==> config.mk <==
export PLATFORM = sky130hd
export DESIGN_NAME = video_timing_gen_flat
export DESIGN_NICKNAME = d
export VERILOG_FILES = /design/src/rtl/vtg_pkg.sv /design/src/rtl/video_timing_gen_if.sv /design/src/rtl/vtg_axis.sv /design/src/rtl/video_timing_gen.sv /design/src/flat_wrapper.sv
export SDC_FILE = /design/constraint.sdc
export NUM_CORES = 1
export LEC_CHECK = 0
export ABC_AREA = 1
export BUFFER_PORTS_ARGS = -buffer_cell sky130_fd_sc_hd__buf_2
export CORE_UTILIZATION = 61
export DETAILED_ROUTE_END_ITERATION = 10
export PLACE_DENSITY_LB_ADDON = 0.08
export SLEW_MARGIN = 30
export SYNTH_ARGS = -nofsm -noshare
export SYNTH_HDL_FRONTEND = slang
export SYNTH_SLANG_ARGS = --single-unit
==> constraint.sdc <==
create_clock -name clk -period 8.2 [get_ports clk]
set_input_delay 0.41 -clock clk [delete_from_list [all_inputs] [get_ports clk]]
set_output_delay 0.41 -clock clk [all_outputs]
set_load 0.02 [all_outputs]
==> src/rtl/vtg_pkg.sv <==
// Shared types and helpers for the raster timing generator.
package vtg_pkg;

  localparam int unsigned CNT_W = 12;
  localparam int unsigned SUM_W = CNT_W + 1;

  localparam int unsigned VGA_H_ACT = 640;
  localparam int unsigned VGA_H_FP  = 16;
  localparam int unsigned VGA_H_SP  = 96;
  localparam int unsigned VGA_H_BP  = 48;
  localparam int unsigned VGA_V_ACT = 480;
  localparam int unsigned VGA_V_FP  = 10;
  localparam int unsigned VGA_V_SP  = 2;
  localparam int unsigned VGA_V_BP  = 33;
  localparam bit          VGA_H_POL = 1'b0;
  localparam bit          VGA_V_POL = 1'b0;

  typedef logic [CNT_W-1:0] cnt_t;

  typedef struct packed {
    cnt_t act;
    cnt_t fp;
    cnt_t sp;
    cnt_t bp;
    logic pol;
  } axis_cfg_t;

  typedef struct packed {
    axis_cfg_t h;
    axis_cfg_t v;
  } timing_cfg_t;

  typedef struct packed {
    cnt_t total_m1;
    cnt_t sync_start;
    cnt_t sync_end;
  } axis_lim_t;

  // Sums carry one extra bit so a full 2^CNT_W total still yields a valid total-1.
  function automatic axis_lim_t calc_lim(input axis_cfg_t c);
    logic [SUM_W-1:0] ss;
    logic [SUM_W-1:0] se;
    logic [SUM_W-1:0] tot;
    axis_lim_t        l;
    ss           = SUM_W'(c.act) + SUM_W'(c.fp);
    se           = ss + SUM_W'(c.sp);
    tot          = se + SUM_W'(c.bp);
    l.total_m1   = CNT_W'(tot - SUM_W'(1));
    l.sync_start = CNT_W'(ss);
    l.sync_end   = CNT_W'(se);
    return l;
  endfunction

endpackage

==> src/rtl/video_timing_gen_if.sv <==
// Config and video-output bundle between the timing generator and its users.
interface video_timing_gen_if;
  import vtg_pkg::*;

  logic enable;
  cnt_t cfg_h_act;
  cnt_t cfg_h_fp;
  cnt_t cfg_h_sp;
  cnt_t cfg_h_bp;
  cnt_t cfg_v_act;
  cnt_t cfg_v_fp;
  cnt_t cfg_v_sp;
  cnt_t cfg_v_bp;
  logic cfg_h_pol;
  logic cfg_v_pol;
  logic cfg_load;
  logic cfg_pending;
  logic hsync;
  logic vsync;
  logic de;
  cnt_t pixel_x;
  cnt_t pixel_y;
  logic line_start;
  logic frame_start;
  logic hblank;
  logic vblank;

  modport master (
    output enable, cfg_h_act, cfg_h_fp, cfg_h_sp, cfg_h_bp,
           cfg_v_act, cfg_v_fp, cfg_v_sp, cfg_v_bp, cfg_h_pol, cfg_v_pol, cfg_load,
    input  cfg_pending, hsync, vsync, de, pixel_x, pixel_y,
           line_start, frame_start, hblank, vblank
  );

  modport slave (
    input  enable, cfg_h_act, cfg_h_fp, cfg_h_sp, cfg_h_bp,
           cfg_v_act, cfg_v_fp, cfg_v_sp, cfg_v_bp, cfg_h_pol, cfg_v_pol, cfg_load,
    output cfg_pending, hsync, vsync, de, pixel_x, pixel_y,
           line_start, frame_start, hblank, vblank
  );

endinterface

==> src/rtl/vtg_axis.sv <==
// One raster axis: position counter, wrap detect and active/sync window decode.
module vtg_axis
  import vtg_pkg::*;
(
  input  logic      clk,
  input  logic      rst_n,
  input  logic      clr_i,
  input  logic      adv_i,
  input  cnt_t      act_i,
  input  axis_lim_t lim_i,
  output logic      wrap_c,
  output cnt_t      cnt_o,
  output logic      in_active_c,
  output logic      in_sync_c
);

  cnt_t cnt_q;
  cnt_t cnt_d;

  always_comb begin
    wrap_c = adv_i && (cnt_q == lim_i.total_m1);
    cnt_d  = cnt_q;
    if (clr_i || wrap_c) begin
      cnt_d = '0;
    end else if (adv_i) begin
      cnt_d = cnt_q + CNT_W'(1);
    end
  end

  always_comb begin
    in_active_c = (cnt_q < act_i);
    in_sync_c   = (cnt_q >= lim_i.sync_start) && (cnt_q < lim_i.sync_end);
  end

  always_ff @(posedge clk or negedge rst_n) begin
    if (!rst_n) begin
      cnt_q <= '0;
    end else begin
      cnt_q <= cnt_d;
    end
  end

  assign cnt_o = cnt_q;

endmodule

==> src/rtl/video_timing_gen.sv <==
// Programmable raster timing generator with frame-boundary config shadowing.
module video_timing_gen
  import vtg_pkg::*;
#(
  parameter int unsigned RST_H_ACT = VGA_H_ACT,
  parameter int unsigned RST_H_FP  = VGA_H_FP,
  parameter int unsigned RST_H_SP  = VGA_H_SP,
  parameter int unsigned RST_H_BP  = VGA_H_BP,
  parameter int unsigned RST_V_ACT = VGA_V_ACT,
  parameter int unsigned RST_V_FP  = VGA_V_FP,
  parameter int unsigned RST_V_SP  = VGA_V_SP,
  parameter int unsigned RST_V_BP  = VGA_V_BP,
  parameter bit          RST_H_POL = VGA_H_POL,
  parameter bit          RST_V_POL = VGA_V_POL
) (
  input logic               clk,
  input logic               rst_n,
  video_timing_gen_if.slave bus
);

  localparam axis_cfg_t RST_H = '{act: CNT_W'(RST_H_ACT), fp: CNT_W'(RST_H_FP),
                                  sp: CNT_W'(RST_H_SP), bp: CNT_W'(RST_H_BP), pol: RST_H_POL};
  localparam axis_cfg_t RST_V = '{act: CNT_W'(RST_V_ACT), fp: CNT_W'(RST_V_FP),
                                  sp: CNT_W'(RST_V_SP), bp: CNT_W'(RST_V_BP), pol: RST_V_POL};
  localparam axis_lim_t RST_H_LIM = calc_lim(RST_H);
  localparam axis_lim_t RST_V_LIM = calc_lim(RST_V);

  timing_cfg_t cfg_in_c;
  logic        idle_c;
  logic        frame_end_c;
  logic        apply_c;
  timing_cfg_t src_c;

  cnt_t        h_act_q, h_act_d, v_act_q, v_act_d;
  logic        h_pol_q, h_pol_d, v_pol_q, v_pol_d;
  axis_lim_t   h_lim_q, h_lim_d, v_lim_q, v_lim_d;
  timing_cfg_t pend_q, pend_d;
  logic        pend_vld_q, pend_vld_d;

  logic h_wrap_c, v_wrap_c, h_active_c, v_active_c, h_sync_c, v_sync_c;
  cnt_t h_cnt, v_cnt;

  logic hsync_q, hsync_d, vsync_q, vsync_d, de_q, de_d;
  logic line_start_q, line_start_d, frame_start_q, frame_start_d;
  logic hblank_q, hblank_d, vblank_q, vblank_d;
  cnt_t pixel_x_q, pixel_x_d, pixel_y_q, pixel_y_d;

  assign cfg_in_c = '{
    h: '{act: bus.cfg_h_act, fp: bus.cfg_h_fp, sp: bus.cfg_h_sp, bp: bus.cfg_h_bp, pol: bus.cfg_h_pol},
    v: '{act: bus.cfg_v_act, fp: bus.cfg_v_fp, sp: bus.cfg_v_sp, bp: bus.cfg_v_bp, pol: bus.cfg_v_pol}
  };
  assign idle_c      = ~bus.enable;
  assign frame_end_c = h_wrap_c & v_wrap_c;

  vtg_axis u_h_axis (
    .clk         (clk),
    .rst_n       (rst_n),
    .clr_i       (idle_c),
    .adv_i       (bus.enable),
    .act_i       (h_act_q),
    .lim_i       (h_lim_q),
    .wrap_c      (h_wrap_c),
    .cnt_o       (h_cnt),
    .in_active_c (h_active_c),
    .in_sync_c   (h_sync_c)
  );

  vtg_axis u_v_axis (
    .clk         (clk),
    .rst_n       (rst_n),
    .clr_i       (idle_c),
    .adv_i       (h_wrap_c),
    .act_i       (v_act_q),
    .lim_i       (v_lim_q),
    .wrap_c      (v_wrap_c),
    .cnt_o       (v_cnt),
    .in_active_c (v_active_c),
    .in_sync_c   (v_sync_c)
  );

  // The active set may only change while idle or on the frame_end cycle.
  always_comb begin
    apply_c    = 1'b0;
    src_c      = cfg_in_c;
    pend_d     = pend_q;
    pend_vld_d = pend_vld_q;
    if (idle_c || frame_end_c) begin
      if (bus.cfg_load) begin
        apply_c    = 1'b1;
        pend_vld_d = 1'b0;
      end else if (pend_vld_q) begin
        apply_c    = 1'b1;
        src_c      = pend_q;
        pend_vld_d = 1'b0;
      end
    end else if (bus.cfg_load) begin
      pend_d     = cfg_in_c;
      pend_vld_d = 1'b1;
    end

    h_act_d = h_act_q;
    h_pol_d = h_pol_q;
    h_lim_d = h_lim_q;
    v_act_d = v_act_q;
    v_pol_d = v_pol_q;
    v_lim_d = v_lim_q;
    if (apply_c) begin
      h_act_d = src_c.h.act;
      h_pol_d = src_c.h.pol;
      h_lim_d = calc_lim(src_c.h);
      v_act_d = src_c.v.act;
      v_pol_d = src_c.v.pol;
      v_lim_d = calc_lim(src_c.v);
    end
  end

  // Output decode for the current counter state; idle forces the inactive levels.
  always_comb begin
    hsync_d       = ~h_pol_q;
    vsync_d       = ~v_pol_q;
    de_d          = 1'b0;
    line_start_d  = 1'b0;
    frame_start_d = 1'b0;
    hblank_d      = 1'b0;
    vblank_d      = 1'b0;
    pixel_x_d     = '0;
    pixel_y_d     = '0;
    if (bus.enable) begin
      hsync_d       = h_sync_c ? h_pol_q : ~h_pol_q;
      vsync_d       = v_sync_c ? v_pol_q : ~v_pol_q;
      de_d          = h_active_c & v_active_c;
      line_start_d  = (h_cnt == '0);
      frame_start_d = (h_cnt == '0) && (v_cnt == '0);
      hblank_d      = ~h_active_c;
      vblank_d      = ~v_active_c;
      pixel_x_d     = h_cnt;
      pixel_y_d     = v_cnt;
    end
  end

  always_ff @(posedge clk or negedge rst_n) begin
    if (!rst_n) begin
      h_act_q       <= RST_H.act;
      h_pol_q       <= RST_H.pol;
      h_lim_q       <= RST_H_LIM;
      v_act_q       <= RST_V.act;
      v_pol_q       <= RST_V.pol;
      v_lim_q       <= RST_V_LIM;
      pend_q        <= '0;
      pend_vld_q    <= 1'b0;
      hsync_q       <= ~RST_H_POL;
      vsync_q       <= ~RST_V_POL;
      de_q          <= 1'b0;
      line_start_q  <= 1'b0;
      frame_start_q <= 1'b0;
      hblank_q      <= 1'b0;
      vblank_q      <= 1'b0;
      pixel_x_q     <= '0;
      pixel_y_q     <= '0;
    end else begin
      h_act_q       <= h_act_d;
      h_pol_q       <= h_pol_d;
      h_lim_q       <= h_lim_d;
      v_act_q       <= v_act_d;
      v_pol_q       <= v_pol_d;
      v_lim_q       <= v_lim_d;
      pend_q        <= pend_d;
      pend_vld_q    <= pend_vld_d;
      hsync_q       <= hsync_d;
      vsync_q       <= vsync_d;
      de_q          <= de_d;
      line_start_q  <= line_start_d;
      frame_start_q <= frame_start_d;
      hblank_q      <= hblank_d;
      vblank_q      <= vblank_d;
      pixel_x_q     <= pixel_x_d;
      pixel_y_q     <= pixel_y_d;
    end
  end

  assign bus.cfg_pending = pend_vld_q;
  assign bus.hsync       = hsync_q;
  assign bus.vsync       = vsync_q;
  assign bus.de          = de_q;
  assign bus.line_start  = line_start_q;
  assign bus.frame_start = frame_start_q;
  assign bus.hblank      = hblank_q;
  assign bus.vblank      = vblank_q;
  assign bus.pixel_x     = pixel_x_q;
  assign bus.pixel_y     = pixel_y_q;

endmodule

==> src/flat_wrapper.sv <==
// flat-port wrapper written by rule: the top's interface ports become plain ports
module video_timing_gen_flat import vtg_pkg::*;
#(
  parameter int unsigned RST_H_ACT = VGA_H_ACT,
  parameter int unsigned RST_H_FP  = VGA_H_FP,
  parameter int unsigned RST_H_SP  = VGA_H_SP,
  parameter int unsigned RST_H_BP  = VGA_H_BP,
  parameter int unsigned RST_V_ACT = VGA_V_ACT,
  parameter int unsigned RST_V_FP  = VGA_V_FP,
  parameter int unsigned RST_V_SP  = VGA_V_SP,
  parameter int unsigned RST_V_BP  = VGA_V_BP,
  parameter bit          RST_H_POL = VGA_H_POL,
  parameter bit          RST_V_POL = VGA_V_POL
)
  (clk, rst_n, bus_enable, bus_cfg_h_act, bus_cfg_h_fp, bus_cfg_h_sp, bus_cfg_h_bp, bus_cfg_v_act, bus_cfg_v_fp, bus_cfg_v_sp, bus_cfg_v_bp, bus_cfg_h_pol, bus_cfg_v_pol, bus_cfg_load, bus_cfg_pending, bus_hsync, bus_vsync, bus_de, bus_pixel_x, bus_pixel_y, bus_line_start, bus_frame_start, bus_hblank, bus_vblank);
  video_timing_gen_if bus_i ();
  input logic clk;
  input logic rst_n;
  input wire logic [$bits(bus_i.enable)-1:0] bus_enable;
  input wire logic [$bits(bus_i.cfg_h_act)-1:0] bus_cfg_h_act;
  input wire logic [$bits(bus_i.cfg_h_fp)-1:0] bus_cfg_h_fp;
  input wire logic [$bits(bus_i.cfg_h_sp)-1:0] bus_cfg_h_sp;
  input wire logic [$bits(bus_i.cfg_h_bp)-1:0] bus_cfg_h_bp;
  input wire logic [$bits(bus_i.cfg_v_act)-1:0] bus_cfg_v_act;
  input wire logic [$bits(bus_i.cfg_v_fp)-1:0] bus_cfg_v_fp;
  input wire logic [$bits(bus_i.cfg_v_sp)-1:0] bus_cfg_v_sp;
  input wire logic [$bits(bus_i.cfg_v_bp)-1:0] bus_cfg_v_bp;
  input wire logic [$bits(bus_i.cfg_h_pol)-1:0] bus_cfg_h_pol;
  input wire logic [$bits(bus_i.cfg_v_pol)-1:0] bus_cfg_v_pol;
  input wire logic [$bits(bus_i.cfg_load)-1:0] bus_cfg_load;
  output wire logic [$bits(bus_i.cfg_pending)-1:0] bus_cfg_pending;
  output wire logic [$bits(bus_i.hsync)-1:0] bus_hsync;
  output wire logic [$bits(bus_i.vsync)-1:0] bus_vsync;
  output wire logic [$bits(bus_i.de)-1:0] bus_de;
  output wire logic [$bits(bus_i.pixel_x)-1:0] bus_pixel_x;
  output wire logic [$bits(bus_i.pixel_y)-1:0] bus_pixel_y;
  output wire logic [$bits(bus_i.line_start)-1:0] bus_line_start;
  output wire logic [$bits(bus_i.frame_start)-1:0] bus_frame_start;
  output wire logic [$bits(bus_i.hblank)-1:0] bus_hblank;
  output wire logic [$bits(bus_i.vblank)-1:0] bus_vblank;
  assign bus_i.enable = bus_enable;
  assign bus_i.cfg_h_act = bus_cfg_h_act;
  assign bus_i.cfg_h_fp = bus_cfg_h_fp;
  assign bus_i.cfg_h_sp = bus_cfg_h_sp;
  assign bus_i.cfg_h_bp = bus_cfg_h_bp;
  assign bus_i.cfg_v_act = bus_cfg_v_act;
  assign bus_i.cfg_v_fp = bus_cfg_v_fp;
  assign bus_i.cfg_v_sp = bus_cfg_v_sp;
  assign bus_i.cfg_v_bp = bus_cfg_v_bp;
  assign bus_i.cfg_h_pol = bus_cfg_h_pol;
  assign bus_i.cfg_v_pol = bus_cfg_v_pol;
  assign bus_i.cfg_load = bus_cfg_load;
  assign bus_cfg_pending = bus_i.cfg_pending;
  assign bus_hsync = bus_i.hsync;
  assign bus_vsync = bus_i.vsync;
  assign bus_de = bus_i.de;
  assign bus_pixel_x = bus_i.pixel_x;
  assign bus_pixel_y = bus_i.pixel_y;
  assign bus_line_start = bus_i.line_start;
  assign bus_frame_start = bus_i.frame_start;
  assign bus_hblank = bus_i.hblank;
  assign bus_vblank = bus_i.vblank;
  video_timing_gen #(.RST_H_ACT(RST_H_ACT), .RST_H_FP(RST_H_FP), .RST_H_SP(RST_H_SP), .RST_H_BP(RST_H_BP), .RST_V_ACT(RST_V_ACT), .RST_V_FP(RST_V_FP), .RST_V_SP(RST_V_SP), .RST_V_BP(RST_V_BP), .RST_H_POL(RST_H_POL), .RST_V_POL(RST_V_POL)) u_core (.clk(clk), .rst_n(rst_n), .bus(bus_i));
endmodule
Word level (Yosys, flattened, before mapping). Index checks and enable logic that the tools add are counted.

Register bits after elaboration: 252. Output and inout bits: 32.

$add $sub $neg: 10. Magnitude comparators: 6. Eq/ne operators: 2. Multiplexer cells: 23. Bitwise logic cells: 8. Reduce and logical (&&, ||, !) cells: 14.

Operators by type and width (number): 2-to-1 mux 98 bit (3); adder 12 bit (6); 2-to-1 mux 12 bit (6); < comparator 12 bit (4); adder 12 x 1 -> 12 bit (second input constant) (2); == test 12 bit (2); greater-or-equal comparator 12 bit (2); logical NOT 12 bit (2); subtractor 12 x 1 -> 12 bit (second input constant) (2); 2-to-1 mux 1 bit (14); NOT 1 bit (6); nonzero test 2 bit (3); logical AND 1 bit (5); logical OR 1 bit (3); AND 1 bit (2); AND reduction 2 bit (1).

Longest topological paths before layout.
Word-level depth: 10. Gate-level depth with buffers: 47.

By module. A second synthesis with hierarchy kept.

Cells, all modules: 2233. Area total of the unflattened synthesis: 16631.0 um2.

Modules (own cells, without submodules): video_timing_gen (times used 1, cells each 1615, area each 12777.3 um2, seq. area each 5753.0 um2); vtg_axis (times used 2, cells each 309, area each 1926.8 um2, seq. area each 300.3 um2).

Worst setup path after synthesis. OpenSTA, ideal clock, no wires.

Path kind: reg-to-reg. Start: reg u_core.v_lim_q[27] (netlist bit). End: reg u_core.h_lim_q[35] (netlist bit). Library setup time: 0.066 ns. Arrival time: 5.661 ns. Data required time: 8.134 ns. Setup slack: 2.473 ns. Cell stages (with the launch flop): 42. Path buffers: 2. Period minus slack after synthesis: 5.727 ns. Cell sequence: dfstp_2 > inv_1 > nand2_1 > nand2_1 > nor2_1 > nand2_1 > nor2_1 > nand2_1 > nand2_4 > nand2_4 > inv_2 > nand3_4 > buf_2 > buf_2 > nand2_1 > o21ai_0 > inv_1 > ha_1 > [6 not listed] > xor2_1 > ha_1 > a21oi_1 > o21ai_0 > xnor2_1 > ha_1 > inv_1 > ha_1 > nand2_1 > nor2_1 > nand3_1 > o2111ai_1 > xor2_1 > xnor2_1 > inv_1 > nand3_1 > nand3_1 > nand2_1.

Cells in the longest elaborated chain, start to end: 9.

RTL lines: start, declared (line video_timing_gen.sv:36) `axis_lim_t h_lim_q, h_lim_d, v_lim_q, v_lim_d;`; start signal, assigned (line video_timing_gen.sv:166) `v_lim_q <= v_lim_d;`; == test 12 bit (*) (line vtg_axis.sv:21) `wrap_c = adv_i && (cnt_q == lim_i.total_m1);`; logical AND 1 bit (*) (line vtg_axis.sv:21); AND 1 bit (*) (line video_timing_gen.sv:53) `assign frame_end_c = h_wrap_c & v_wrap_c;`; logical OR 1 bit (*) (line video_timing_gen.sv:87) `if (idle_c || frame_end_c) begin`; 2-to-1 mux 98 bit (line video_timing_gen.sv:87); adder 12 bit (line vtg_pkg.sv:45) `ss = SUM_W'(c.act) + SUM_W'(c.fp);`; adder 12 bit (line vtg_pkg.sv:46) `se = ss + SUM_W'(c.sp);`; adder 12 bit (line vtg_pkg.sv:47) `tot = se + SUM_W'(c.bp);`; subtractor 12 x 1 -> 12 bit (line vtg_pkg.sv:48) `l.total_m1 = CNT_W'(tot - SUM_W'(1));`; end signal, assigned (line video_timing_gen.sv:163) `h_lim_q <= h_lim_d;`; end, declared (line video_timing_gen.sv:36).

Every way passes the cells marked *; elsewhere a longest branch is shown, timed or not. A chain may end at the register's enable or synchronous reset.

==> flow_metrics.tcl <==
set metrics [dict create \
    cts_tree "built" \
    grt_pass1_wl_um 66060 \
    power_frac_seq_pct 33.3 \
    switching_power_mw 2.042 \
    reg2regPathDepth 44 \
    crit_path_end "u_core.h_lim_q[35]$_DFFE_PN0P_" \
    critPathCaptureType "register" \
    finalNetCount 2524 \
    max-slew-margin-rel_pct 37.99 \
    wire_per_inst_um 15.92 \
    finalHoldViolations 0 \
    dp_cells 2563 \
    drv_slew 0 \
    final-seq-area_um2 6354 \
    htree_levels 1 \
    sw_frac_of_total_pct 40.20 \
    gp_congestion 0.9100 \
    first_iter_violations 1434 \
    r2r-start "u_core.u_v_axis.cnt_o[6]$_DFFE_PN0P_" \
    cp_common_cell "nand2_1" \
    synthCells 2152 \
    synth_seq_area_share_pct 39.15 \
    async_flop_share_pct 100.0 \
    ys_warn_count 0 \
    vias_per_cell 5.332 \
    period_share_pct 87.91 \
    cts_max_path_buffers 3 \
    tightestPinTransition_ps 930.2 \
    via_count 13938 \
    p_leak_nw 10.01 \
    start_kind "register" \
    core_region_area_um2 26060 \
    grt-ovfl-total 0 \
    cp_slowest_cell "dfrtp_1" \
    skew_ps 15.90 \
    timing.fmax_mhz 138.7 \
    io_buffers 133 \
    die_w_um 165.1 \
    status "complete, no violations" \
    wl_met2_um 16780 \
    die_area_um2 27260 \
    fillers 2232 \
    rows 59 \
    syn-cell-area_um2 16230 \
    r2r_slack_ps 990 \
    worst_r2r_endpoint "u_core.h_lim_q[35]$_DFFE_PN0P_" \
    drt-total-wl_um 41610 \
    drive_gt1_share_pct 11.45 \
    ios 134 \
    post-route-drc-count 0 \
    wl_met1_um 20910 \
    synth.area.top_cells "dfrtp_1 33%, nand2_1 12%, ha_1 12%, o21ai_0 10%, inv_1 9.8%" \
    antenna_found_initial 1 \
    finalCriticalPeriod_ps 7209 \
    synth_edf_count 0 \
    ir_drop_uv 190.8 \
    final-setup-viol-count 0 \
    top_layer "met5" \
    ctsResizeCount 0 \
    rsz0062_at_grt "no" \
    yosys.area.top_type_share_pct 33.00 \
    synth.net_count 2418 \
    grt_start_max_net_pins 116 \
    final_cells 2614 \
    power_density_nw_per_um2 282.2 \
    dr.pass1.iters 6 \
    pwr-share-clk_pct 23.8 \
    ys.flop_type "dfrtp_1" \
    clk_transition_reported_paths_ps 70 \
    worstSetupStartpoint "u_core.u_v_axis.cnt_o[6]$_DFFE_PN0P_" \
    areaGrowthSynthToFinish_pct 10.96 \
    synth_top_cell_by_area "dfrtp_1" \
    root_buffer "clkbuf_16" \
    start_util_pct 62.27 \
    arrival_ps 7690 \
    diodes 0 \
    worstPathMaxFanout 46 \
    comb_power_share_pct 42.9 \
    setup_tns_ps 0 \
    dp_hpwl_um 31320 \
    multi_input_area_um2 7950 \
    min_path_type "primary input to register" \
    met3_length_um 3145 \
    clk_latency_ps 550 \
    worstSetupPathType "register to register" \
    clkSinkCount 252 \
    numCtsBuffers 27 \
    slowest_delay_ps 520 \
    grt_pass1_vias 12675 \
    synth_cell_types 47 \
    postSynthAreaPerCell_um2 7.541 \
    dpl_cell_area_um2 17110 \
    grtUsageTotal_pct 31.23 \
    ant_nets 0 \
    cap_violations 0 \
    final_cell_area_um2 18010 \
    cp.required_ps 8680 \
    ys_seq_elements 252 \
    cell_internal_pwr_mw 3.038 \
    die_y_um 165.1 \
]
[power groups by stage]
stage / combinational, mW / clock [mW] / sequential [mW]
finish: 2.18 / 1.21 / 1.69
global route: 2.50 / 1.27 / 1.72
CTS: 2.15 / 1.23 / 1.69
detailed placement: 2.13 / 0 / 1.70
global placement: 2.08 / 0 / 1.70
floorplan: 1.59 / 0 / 1.66
[worst max-delay path, delay by kind of cell (launching register included)]
| family | cells | cell delay [ps] |
|---|---|---|
| xor gates and xnor gates | 4 | 690 |
| AOI/OAI and AO/OA | 6 | 1150 |
| buffers and inverters | 7 | 1020 |
| adders and majority gates | 4 | 1210 |
| and+or+nand+nor | 23 | 2530 |
| DFF | 1 | 520 |
[per-stage QoR]
stage | hold WS, ps | worst slack [ps] | power, mW | util [%]
floorplan | 114.4 | 2473 | 3.248 | -
global placement | 427.7 | 1223 | 3.774 | 65.66
detailed placement | 437.5 | 1121 | 3.834 | 65.66
CTS | 105.5 | 1103 | 5.063 | 69.05
global route | 123.3 | 362.8 | 5.483 | 69.10
finish | 122.8 | 991.5 | 5.080 | 69.10
[sequential cells by signal, indices dropped and copies added (netlist names), 12 cells and up]
| signal | count |
|---|---|
| u_core.h_lim_q | 36 |
| u_core.v_lim_q | 36 |
| u_core.bus.pixel_x | 12 |
| u_core.u_h_axis.cnt_o | 12 |
| u_core.u_v_axis.cnt_o | 12 |
| u_core.bus.pixel_y | 12 |
| u_core.h_act_q | 12 |
| u_core.pend_q | 98 |
| u_core.v_act_q | 12 |
[routing by layer]
layer  GRT usage, %  vias up
li1               -     7001
met1          49.41     6407
met2          44.29      471
met3          5.045       57
met4          6.464        2
met5              0        -
[cells in the mapped netlist (10+ instances only)]
master and instances:
a21oi_1 93, buf_2 26, clkbuf_1 38, dfrtp_1 214, dfstp_2 38, ha_1 158, inv_1 422, inv_2 10
nand2_1 531, nand3_1 58, nand4_1 11, nor2_1 77, nor3_1 14, o21ai_0 325, xnor2_1 20, xor2_1 31
[what timing repair did]
item,in CTS,in global routing
buffers inserted,0,0
hold endpoints to repair,87,0
hold buffers,1,0
[kinds of logic (layout without fill, tap and decap cells)]
| kind of cell | count (synthesis) | after routing | share of synthesized area, % |
|---|---|---|---|
| buffers and inverters | 501 | 628 | 11.95 |
| and+or+nand+nor | 716 | 716 | 17.95 |
| DFF | 252 | 252 | 39.15 |
| adders and majority gates | 164 | 164 | 12.92 |
| xor gates and xnor gates | 51 | 51 | 2.753 |
| AOI/OAI and AO/OA | 464 | 464 | 15.00 |
| muxes | 4 | 4 | 0.2775 |
[final cells by class]
class                      instances  area share, %
clock buffer                      39          4.392
timing repair buffer             146          4.371
multi-input combinational       1399          44.15
clock inverter                    11         0.4656
inverter                         432          9.006
tap                              335          2.328
sequential                       252          35.29
[layout by cell type, fill, tap and decap left out, drive strengths merged, types with 11 or more instances in the layout]
cell and count:
a21oi 94, buf 145, clkbuf 39, dfrtp 214, dfstp 38, ha 158, inv 433, nand2 539
nand3 61, nand4 11, nor2 78, nor3 16, o21ai 330, xnor2 20, xor2 31
[worst min path at each step]
stage                               start                                  to  slack [ps]  cells past startpoint
2_1_floorplan                       rst_n  u_core.bus.cfg_pending$_DFFE_PN0P_         110                      0
6_report                  bus_cfg_h_bp[4]       u_core.pend_q[54]$_DFFE_PN0P_         120                      3
3_3_place_gp   u_core.h_pol_q$_DFFE_PN0P_          u_core.bus.hsync$_DFF_PN1_         430                      1
3_5_place_dp   u_core.h_pol_q$_DFFE_PN0P_          u_core.bus.hsync$_DFF_PN1_         440                      1
4_1_cts                  bus_cfg_v_bp[11]       u_core.pend_q[12]$_DFFE_PN0P_         110                      2
5_1_grt                  bus_cfg_v_bp[11]       u_core.pend_q[12]$_DFFE_PN0P_         120                      2
Power figures use the tool's default switching activity.
